[src/rtl/ccd_capture_if.sv]
`default_nettype none
// ============================================================================
// Module   : ccd_capture_if
// Brief    : Sensor-side inputs, run control and capture outputs of the
//            CCD capture stage, bundled for connection to ccd_capture.
// Revision : 1.0  initial release
// ============================================================================
interface ccd_capture_if #(
  parameter int DATA_W = 10
);
  logic [DATA_W-1:0] iDATA;
  logic              iFVAL;
  logic              iLVAL;
  logic              iSTART;
  logic              iEND;
  logic [DATA_W-1:0] oDATA;
  logic              oDVAL;
  logic [10:0]       oX_Cont;
  logic [10:0]       oY_Cont;
  logic [31:0]       oFrame_Cont;

  // Sensor / controller side: drives raw pixels and run control.
  modport master (
    output iDATA, iFVAL, iLVAL, iSTART, iEND,
    input  oDATA, oDVAL, oX_Cont, oY_Cont, oFrame_Cont
  );

  // Capture stage side.
  modport slave (
    input  iDATA, iFVAL, iLVAL, iSTART, iEND,
    output oDATA, oDVAL, oX_Cont, oY_Cont, oFrame_Cont
  );
endinterface
`default_nettype wire

[src/rtl/ccd_capture.sv]
`default_nettype none
// ============================================================================
// Module   : ccd_capture
// Brief    : Raw sensor capture front end. Registers sensor data/strobes,
//            gates whole frames under start/stop control, and produces the
//            pixel stream with column/row indices and a frame counter.
// Revision : 1.0  initial release
// ============================================================================
module ccd_capture #(
  parameter int COLUMN_WIDTH = 1280,
  parameter int DATA_W       = 10
) (
  input  wire           iCLK,
  input  wire           iRST,
  ccd_capture_if.slave  bus
);

  localparam logic [10:0] X_LAST = 11'(COLUMN_WIDTH - 1);

  // Stage 1 sensor registers
  logic [DATA_W-1:0] data_q;
  logic              fval_q;
  logic              lval_q;
  logic              prev_fval_q;

  // Control state
  logic              run_q,   run_d;
  logic              fg_q,    fg_d;

  // Next-pixel index (position the next valid pixel will be reported at)
  logic [10:0]       nx_q,    nx_d;
  logic [10:0]       ny_q,    ny_d;

  // Stage 2 output registers
  logic [DATA_W-1:0] odata_q, odata_d;
  logic              odval_q, odval_d;
  logic [10:0]       ox_q,    ox_d;
  logic [10:0]       oy_q,    oy_d;
  logic [31:0]       frame_q, frame_d;

  logic              fval_rise;
  logic              fval_fall;
  logic              pix_valid;

  // Stage 1: sample the sensor every cycle. FVAL and its delayed copy both
  // come out of reset high so a frame already running at reset release
  // never looks like a rising edge.
  always_ff @(posedge iCLK or negedge iRST) begin
    if (!iRST) begin
      data_q      <= '0;
      fval_q      <= 1'b1;
      lval_q      <= 1'b0;
      prev_fval_q <= 1'b1;
    end else begin
      data_q      <= bus.iDATA;
      fval_q      <= bus.iFVAL;
      lval_q      <= bus.iLVAL;
      prev_fval_q <= fval_q;
    end
  end

  // Next-state logic: run flag, frame gate, counters and stage-2 outputs.
  // The gate's next value is used directly for this pixel so that FVAL
  // gating has the same two-edge latency as data and LVAL.
  always_comb begin
    fval_rise = fval_q & ~prev_fval_q;
    fval_fall = ~fval_q & prev_fval_q;

    run_d = run_q;
    if (bus.iEND)        run_d = 1'b0;
    else if (bus.iSTART) run_d = 1'b1;

    fg_d = fg_q;
    if (fval_rise)      fg_d = run_q;
    else if (fval_fall) fg_d = 1'b0;

    pix_valid = fg_d & lval_q;

    odata_d = lval_q ? data_q : '0;
    odval_d = pix_valid;

    nx_d = nx_q;
    ny_d = ny_q;
    ox_d = ox_q;
    oy_d = oy_q;
    if (!fg_d) begin
      nx_d = '0;
      ny_d = '0;
      ox_d = '0;
      oy_d = '0;
    end else if (pix_valid) begin
      ox_d = nx_q;
      oy_d = ny_q;
      if (nx_q == X_LAST) begin
        nx_d = '0;
        ny_d = ny_q + 11'd1;
      end else begin
        nx_d = nx_q + 11'd1;
      end
    end

    frame_d = frame_q;
    if (fval_rise && run_q) frame_d = frame_q + 32'd1;
  end

  // Stage 2 and control registers.
  always_ff @(posedge iCLK or negedge iRST) begin
    if (!iRST) begin
      run_q   <= 1'b0;
      fg_q    <= 1'b0;
      nx_q    <= '0;
      ny_q    <= '0;
      odata_q <= '0;
      odval_q <= 1'b0;
      ox_q    <= '0;
      oy_q    <= '0;
      frame_q <= '0;
    end else begin
      run_q   <= run_d;
      fg_q    <= fg_d;
      nx_q    <= nx_d;
      ny_q    <= ny_d;
      odata_q <= odata_d;
      odval_q <= odval_d;
      ox_q    <= ox_d;
      oy_q    <= oy_d;
      frame_q <= frame_d;
    end
  end

  assign bus.oDATA       = odata_q;
  assign bus.oDVAL       = odval_q;
  assign bus.oX_Cont     = ox_q;
  assign bus.oY_Cont     = oy_q;
  assign bus.oFrame_Cont = frame_q;

endmodule
`default_nettype wire

[src/flat_wrapper.sv]
// flat-port wrapper written by rule: the top's interface ports become plain ports
module ccd_capture_flat 
#(
  parameter int COLUMN_WIDTH = 1280,
  parameter int DATA_W       = 10
)
  (iCLK, iRST, bus_iDATA, bus_iFVAL, bus_iLVAL, bus_iSTART, bus_iEND, bus_oDATA, bus_oDVAL, bus_oX_Cont, bus_oY_Cont, bus_oFrame_Cont);
  ccd_capture_if #(.DATA_W(DATA_W)) bus_i ();
  input  wire iCLK;
  input  wire iRST;
  input wire logic [$bits(bus_i.iDATA)-1:0] bus_iDATA;
  input wire logic [$bits(bus_i.iFVAL)-1:0] bus_iFVAL;
  input wire logic [$bits(bus_i.iLVAL)-1:0] bus_iLVAL;
  input wire logic [$bits(bus_i.iSTART)-1:0] bus_iSTART;
  input wire logic [$bits(bus_i.iEND)-1:0] bus_iEND;
  output wire logic [$bits(bus_i.oDATA)-1:0] bus_oDATA;
  output wire logic [$bits(bus_i.oDVAL)-1:0] bus_oDVAL;
  output wire logic [$bits(bus_i.oX_Cont)-1:0] bus_oX_Cont;
  output wire logic [$bits(bus_i.oY_Cont)-1:0] bus_oY_Cont;
  output wire logic [$bits(bus_i.oFrame_Cont)-1:0] bus_oFrame_Cont;
  assign bus_i.iDATA = bus_iDATA;
  assign bus_i.iFVAL = bus_iFVAL;
  assign bus_i.iLVAL = bus_iLVAL;
  assign bus_i.iSTART = bus_iSTART;
  assign bus_i.iEND = bus_iEND;
  assign bus_oDATA = bus_i.oDATA;
  assign bus_oDVAL = bus_i.oDVAL;
  assign bus_oX_Cont = bus_i.oX_Cont;
  assign bus_oY_Cont = bus_i.oY_Cont;
  assign bus_oFrame_Cont = bus_i.oFrame_Cont;
  ccd_capture #(.COLUMN_WIDTH(COLUMN_WIDTH), .DATA_W(DATA_W)) u_core (.iCLK(iCLK), .iRST(iRST), .bus(bus_i));
endmodule
[config.mk]
export PLATFORM = sky130hd
export DESIGN_NAME = ccd_capture_flat
export DESIGN_NICKNAME = d
export VERILOG_FILES = /design/src/rtl/ccd_capture_if.sv /design/src/rtl/ccd_capture.sv /design/src/flat_wrapper.sv
export SDC_FILE = /design/constraint.sdc
export NUM_CORES = 1
export LEC_CHECK = 0
export BUFFER_PORTS_ARGS = -buffer_cell sky130_fd_sc_hd__buf_2
export CAP_MARGIN = 5
export CORE_ASPECT_RATIO = 0.5
export CORE_UTILIZATION = 40
export DETAILED_ROUTE_END_ITERATION = 6
export PLACE_DENSITY = 0.7
export SETUP_SLACK_MARGIN = 0.5
export SLEW_MARGIN = 20
export SYNTH_ARGS = -nofsm -noshare
export SYNTH_HDL_FRONTEND = slang
export SYNTH_SLANG_ARGS = --single-unit
[constraint.sdc]
create_clock -name iCLK -period 4.2 [get_ports iCLK]
set_input_delay 0.42 -clock iCLK [delete_from_list [all_inputs] [get_ports iCLK]]
set_output_delay 0.42 -clock iCLK [all_outputs]
set_load 0.005 [all_outputs]
**Word-level counts from Yosys, hierarchy flattened**

Index checks and enable logic that the tools add are counted.

- Reductions and logical operators: 3
- Mux-type cells: 15
- Bitwise operators: 5
- $add $sub $neg: 3
- Equal/unequal tests: 3

Operators by type and width:

| kind | number |
|---|---|
| 11-bit two-way mux | 10 |
| 32-bit by 1-bit adder with 32-bit output, second input constant | 1 |
| 11-bit by 1-bit adder with 11-bit output, second input constant | 2 |
| 11-bit == test, second input constant | 1 |
| 10-bit two-way mux | 1 |
| 1-bit two-way mux | 4 |
| 2-bit != test, second input constant | 2 |
| 1-bit AND | 3 |
| 1-bit NOT | 2 |
| 2-bit AND reduction | 1 |
| 2-bit nonzero test | 1 |
| 1-bit logical AND | 1 |

- Register bits after elaboration: 102
- Input port bits: 16
- Output and inout port bits: 65
- Logic and storage cells: 42

**Logic depth before layout (Yosys ltp)**

- Depth after elaboration: 7
- Depth in mapped cells: 6
- Depth with buffers taken out: 5

**Worst setup path after synthesis**

No wires, ideal clock.

- Path type: reg2reg
- From: reg u_core.fval_q
- To: reg u_core.nx_q[10]
- Path slack: 2.513 ns
- Data arrival time: 1.607 ns
- Required time: 4.121 ns
- Stages on the path, launching flop included: 5
- Buffers on the path: 0
- Path through: dfstp_2 -> mux2i_1 -> o311ai_2 -> or4_1 -> a21oi_1

- Word-level cells in the longest chain between the ends: 6

RTL lines:

| what | line | text |
|---|---|---|
| start: declaration | ccd_capture.sv:22 | `logic fval_q;` |
| start signal: assignment | ccd_capture.sv:56 | `fval_q <= bus.iFVAL;` |
| 1-bit NOT | ccd_capture.sv:67 | `fval_fall = ~fval_q & prev_fval_q;` |
| 1-bit AND | ccd_capture.sv:67 |  |
| 1-bit two-way mux | ccd_capture.sv:75 | `else if (fval_fall) fg_d = 1'b0;` |
| 1-bit two-way mux * | ccd_capture.sv:74 | `if (fval_rise) fg_d = run_q;` |
| 1-bit AND | ccd_capture.sv:77 | `pix_valid = fg_d & lval_q;` |
| 2-bit != test (no source line) | - |  |
| end signal: assignment | ccd_capture.sv:121 | `nx_q <= nx_d;` |
| end: declaration | ccd_capture.sv:31 | `logic [10:0] nx_q, nx_d;` |

Mark *: on every way between the ends. The rest lies on a longest branch, timed or not.
A chain may end at the register's enable or synchronous reset.

**Worst setup path after layout**

- From: reg u_core.lval_q
- To: reg u_core.ny_q[10]

- Word-level cells in the longest chain between the ends: 3

RTL lines:

| what | line | text |
|---|---|---|
| start: declaration | ccd_capture.sv:23 | `logic lval_q;` |
| start signal: assignment | ccd_capture.sv:57 | `lval_q <= bus.iLVAL;` |
| 1-bit AND | ccd_capture.sv:77 |  |
| 2-bit != test (no source line) | - |  |
| 2-bit AND reduction (no source line) | - |  |
| end signal: assignment | ccd_capture.sv:122 | `ny_q <= ny_d;` |
| end: declaration | ccd_capture.sv:32 | `logic [10:0] ny_q, ny_d;` |

No other way between the ends.

==> impl_results.md <==
- Status: finished, final reports clean
- Initial Util: 41.5%
- Top FF cell, synth: dfrtp_1
- Max cap viols: 0
- Placed Area: 4830 um2
- Cell row count: 26
- Worst slew pin tran: between 800 and 900 ps
- Global-route wire length before repair: 13100 um
- Layout cell share with drive strength beyond 1: 24.0%
- Placeable core area: 10300 um2
- Die height: 75.0 um
- Total I/O pin count: between 80 and 90
- Post-layout minimum cycle time: between 2000 and 2500 ps
- Layout Nets: 465
- ANT nets after route: 0
- Remaining routing DRC violations: 0
- Avg Cell Area, Syn: 11.8 um2
- Number of flops mapped to enable cells by yosys: 0
- Fillers: between 900 and 1000
- Max Slew Vio Count: 0
- Library cells used by synthesis: 41
- Setup TNS: 0 ps
- Final setup violation count: 0
- Deepest clock path buffer count: 2
- Routed WL per cell: 13.7 um
- Vias per inst: between 5 and 6
- WL final: about 8000 um
- Number of global-route vias before repair: 2650
- # port buffers: 80
- Largest net degree at the start of global routing: 70
- Most frequent cells in the layout: 100 x dfrtp_1, 79 x buf_2, 33 x nor2_1, 28 x xnor2_1, 23 x nand3_1
- Slew margin rel.: 43.5%
- DR iter-0 viols: 136
- Hold_buf cts: 0
- ANT cells: 0
- Final Hold Fails: 0
- YS warnings: 0
- Peak Freq: 425 MHz
- FF+latch count, synth: just over 100
- Syn Nets: 380
- Maximum VDD drop: about 200 uV
- Pwr dens: 380 nW/um2
- Max FO, Critical Path: 43
- Antenna violations before repair: 0
- Ys async rst share: 100%
- Cts bufs inserted: 9
- Clk slew on worst S/H paths: 70 ps
- CTS Root Cell: clkbuf_16
- CP Class: register to register
- Crit share post-route: 56.0%
- Sequential cell area fraction in the yosys report: 59.9%
- Worst path required time: 4470 ps
- Finished Cell Area: 5100 um2
- # H-tree levels: 3
- Full die area: 11100 um2
- Final Wtd Congestion: 0.738
- HP Class: input port to register
- Post-Route Utilization: 49.6%
- CTS tree: yes
- Clock Latency Late Sink: 340 ps
- Die Wd: 148 um
- Crit path DAT: 2620 ps
- Worst setup SP type: register
- Hold Slack: 175 ps
- Grt ovf: 0
- Global router's overall resource usage: 15.4%
- Worst Setup End Kind: register
- Final Skew: approximately 5.5 ps
- Leak: 0.00251 uW
- Post-CTS setup repair buffer count: 0
- Post-CTS sizing: 0
- Unrepaired setup endpoints after global routing: false
- Vias: 2965
- Area growth, synth to finish: 19.6%
- Mapped cell area: 4270 um2
- Clock sink count: roughly 100
- Commonest non-fill, non-tap cell in the layout: dfrtp_1
- Post-Synthesis Cells: 361
- DR pass1 iterations: 4
- Final HPWL DP: 5450 um
-- layer usage --
| layer | vias to the layer above | track usage, % | wire, um |
|---|---|---|---|
| met2 | 47 | 24.3 | 3760 |
| met3 | 11 | 4.61 | 290 |
| met4 | 0 | 5.61 | 87 |
| li1 | 1450 | - | - |
| met1 | 1457 | 20.6 | 3930 |
| met5 | - | 0 | 0 |
-- worst max-delay path, cell delays in order, from the launching register on --
cell	delay, ps
dfrtp_1	320
buf_4	450
and4_4	350
nand4_1	370
or4_1	620
a21oi_1	150
-- cell families (layout without fill, tap and decap cells) --
| family | Yosys count | count (layout) | share of synthesized area [%] |
|---|---|---|---|
| muxes | 22 | 22 | 5.16 |
| AOI/OAI and AO/OA | 37 | 37 | 5.45 |
| buffers and inverters | 17 | 106 | 1.61 |
| DFF | 102 | 102 | 59.9 |
| adders and majority gates | 3 | 3 | 0.880 |
| and+or+nand+nor | 145 | 145 | 19.8 |
| xor gates and xnor gates | 35 | 35 | 7.18 |
-- flip-flops by register name, indices dropped and copies added (netlist names) --
register and flops:
u_core.lval_q 1, u_core.data_q 10, u_core.nx_q 11, u_core.bus.oY_Cont 11, u_core.ny_q 11, u_core.prev_fval_q 1, u_core.fval_q 1, u_core.bus.oDVAL 1
u_core.fg_q 1, u_core.bus.oFrame_Cont 32, u_core.bus.oX_Cont 11, u_core.bus.oDATA 10, u_core.run_q 1
-- report_power, final --
part	internal (uW)	switching [uW]	total, uW
Sequential	1020	32.2	1050
Clock	427	338	765
Combinational	51.5	75.0	126
Total	1500	445	1940
-- per-stage QoR --
step	power, uW	setup WS, ps	cells
finish	1940	1850	590
global route	2030	1640	590
CTS	1970	1820	590
detailed placement	1200	1830	575
global placement	1190	1900	575
floorplan	1130	2510	361
-- cells in the mapped netlist (5+ instances only) --
cell type,instances,area (um2)
nand4_1,13,81.3
nor2_1,33,124
inv_1,8,30.0
and3_1,7,43.8
nand2_1,20,75.1
a21oi_1,17,85.1
or4_1,9,67.6
and2_1,13,81.3
dfrtp_1,100,2500
mux2i_1,22,220
nand3_1,23,115
o31ai_1,9,67.6
or3_1,5,31.3
xor2_1,7,61.3
xnor2_1,28,245
o21ai_0,5,25.0
-- area by class of cell --
| type | count | area (um2) | share of cell area [%] |
|---|---|---|---|
| clock buffer | 11 | 253 | 4.95 |
| timing repair buffer | 83 | 425 | 8.34 |
| clock inverter | 4 | 22.5 | 0.441 |
| tap | 140 | 175 | 3.43 |
| multi-input combinational | 242 | 1640 | 32.2 |
| sequential | 102 | 2550 | 50.1 |
| inverter | 8 | 30.0 | 0.588 |
-- worst paths after layout --
| path | from | endpoint | slack, ps | cells after the start |
|---|---|---|---|---|
| worst max register to register | u_core.lval_q | u_core.ny_q[10] | 1850 | 5 |
| min in group asynchronous | iRST | u_core.bus.oFrame_Cont[21] | 180 | 1 |
| worst max-delay path | u_core.lval_q | u_core.ny_q[10] | 1850 | 5 |
| worst min register to register | u_core.fval_q | u_core.prev_fval_q | 420 | 0 |
| worst min-delay path | bus_iFVAL | u_core.fval_q | 170 | 1 |
| max in group asynchronous | iRST | u_core.nx_q[9] | 3040 | 2 |
No activity file was read; power rests on OpenSTA's default activity.
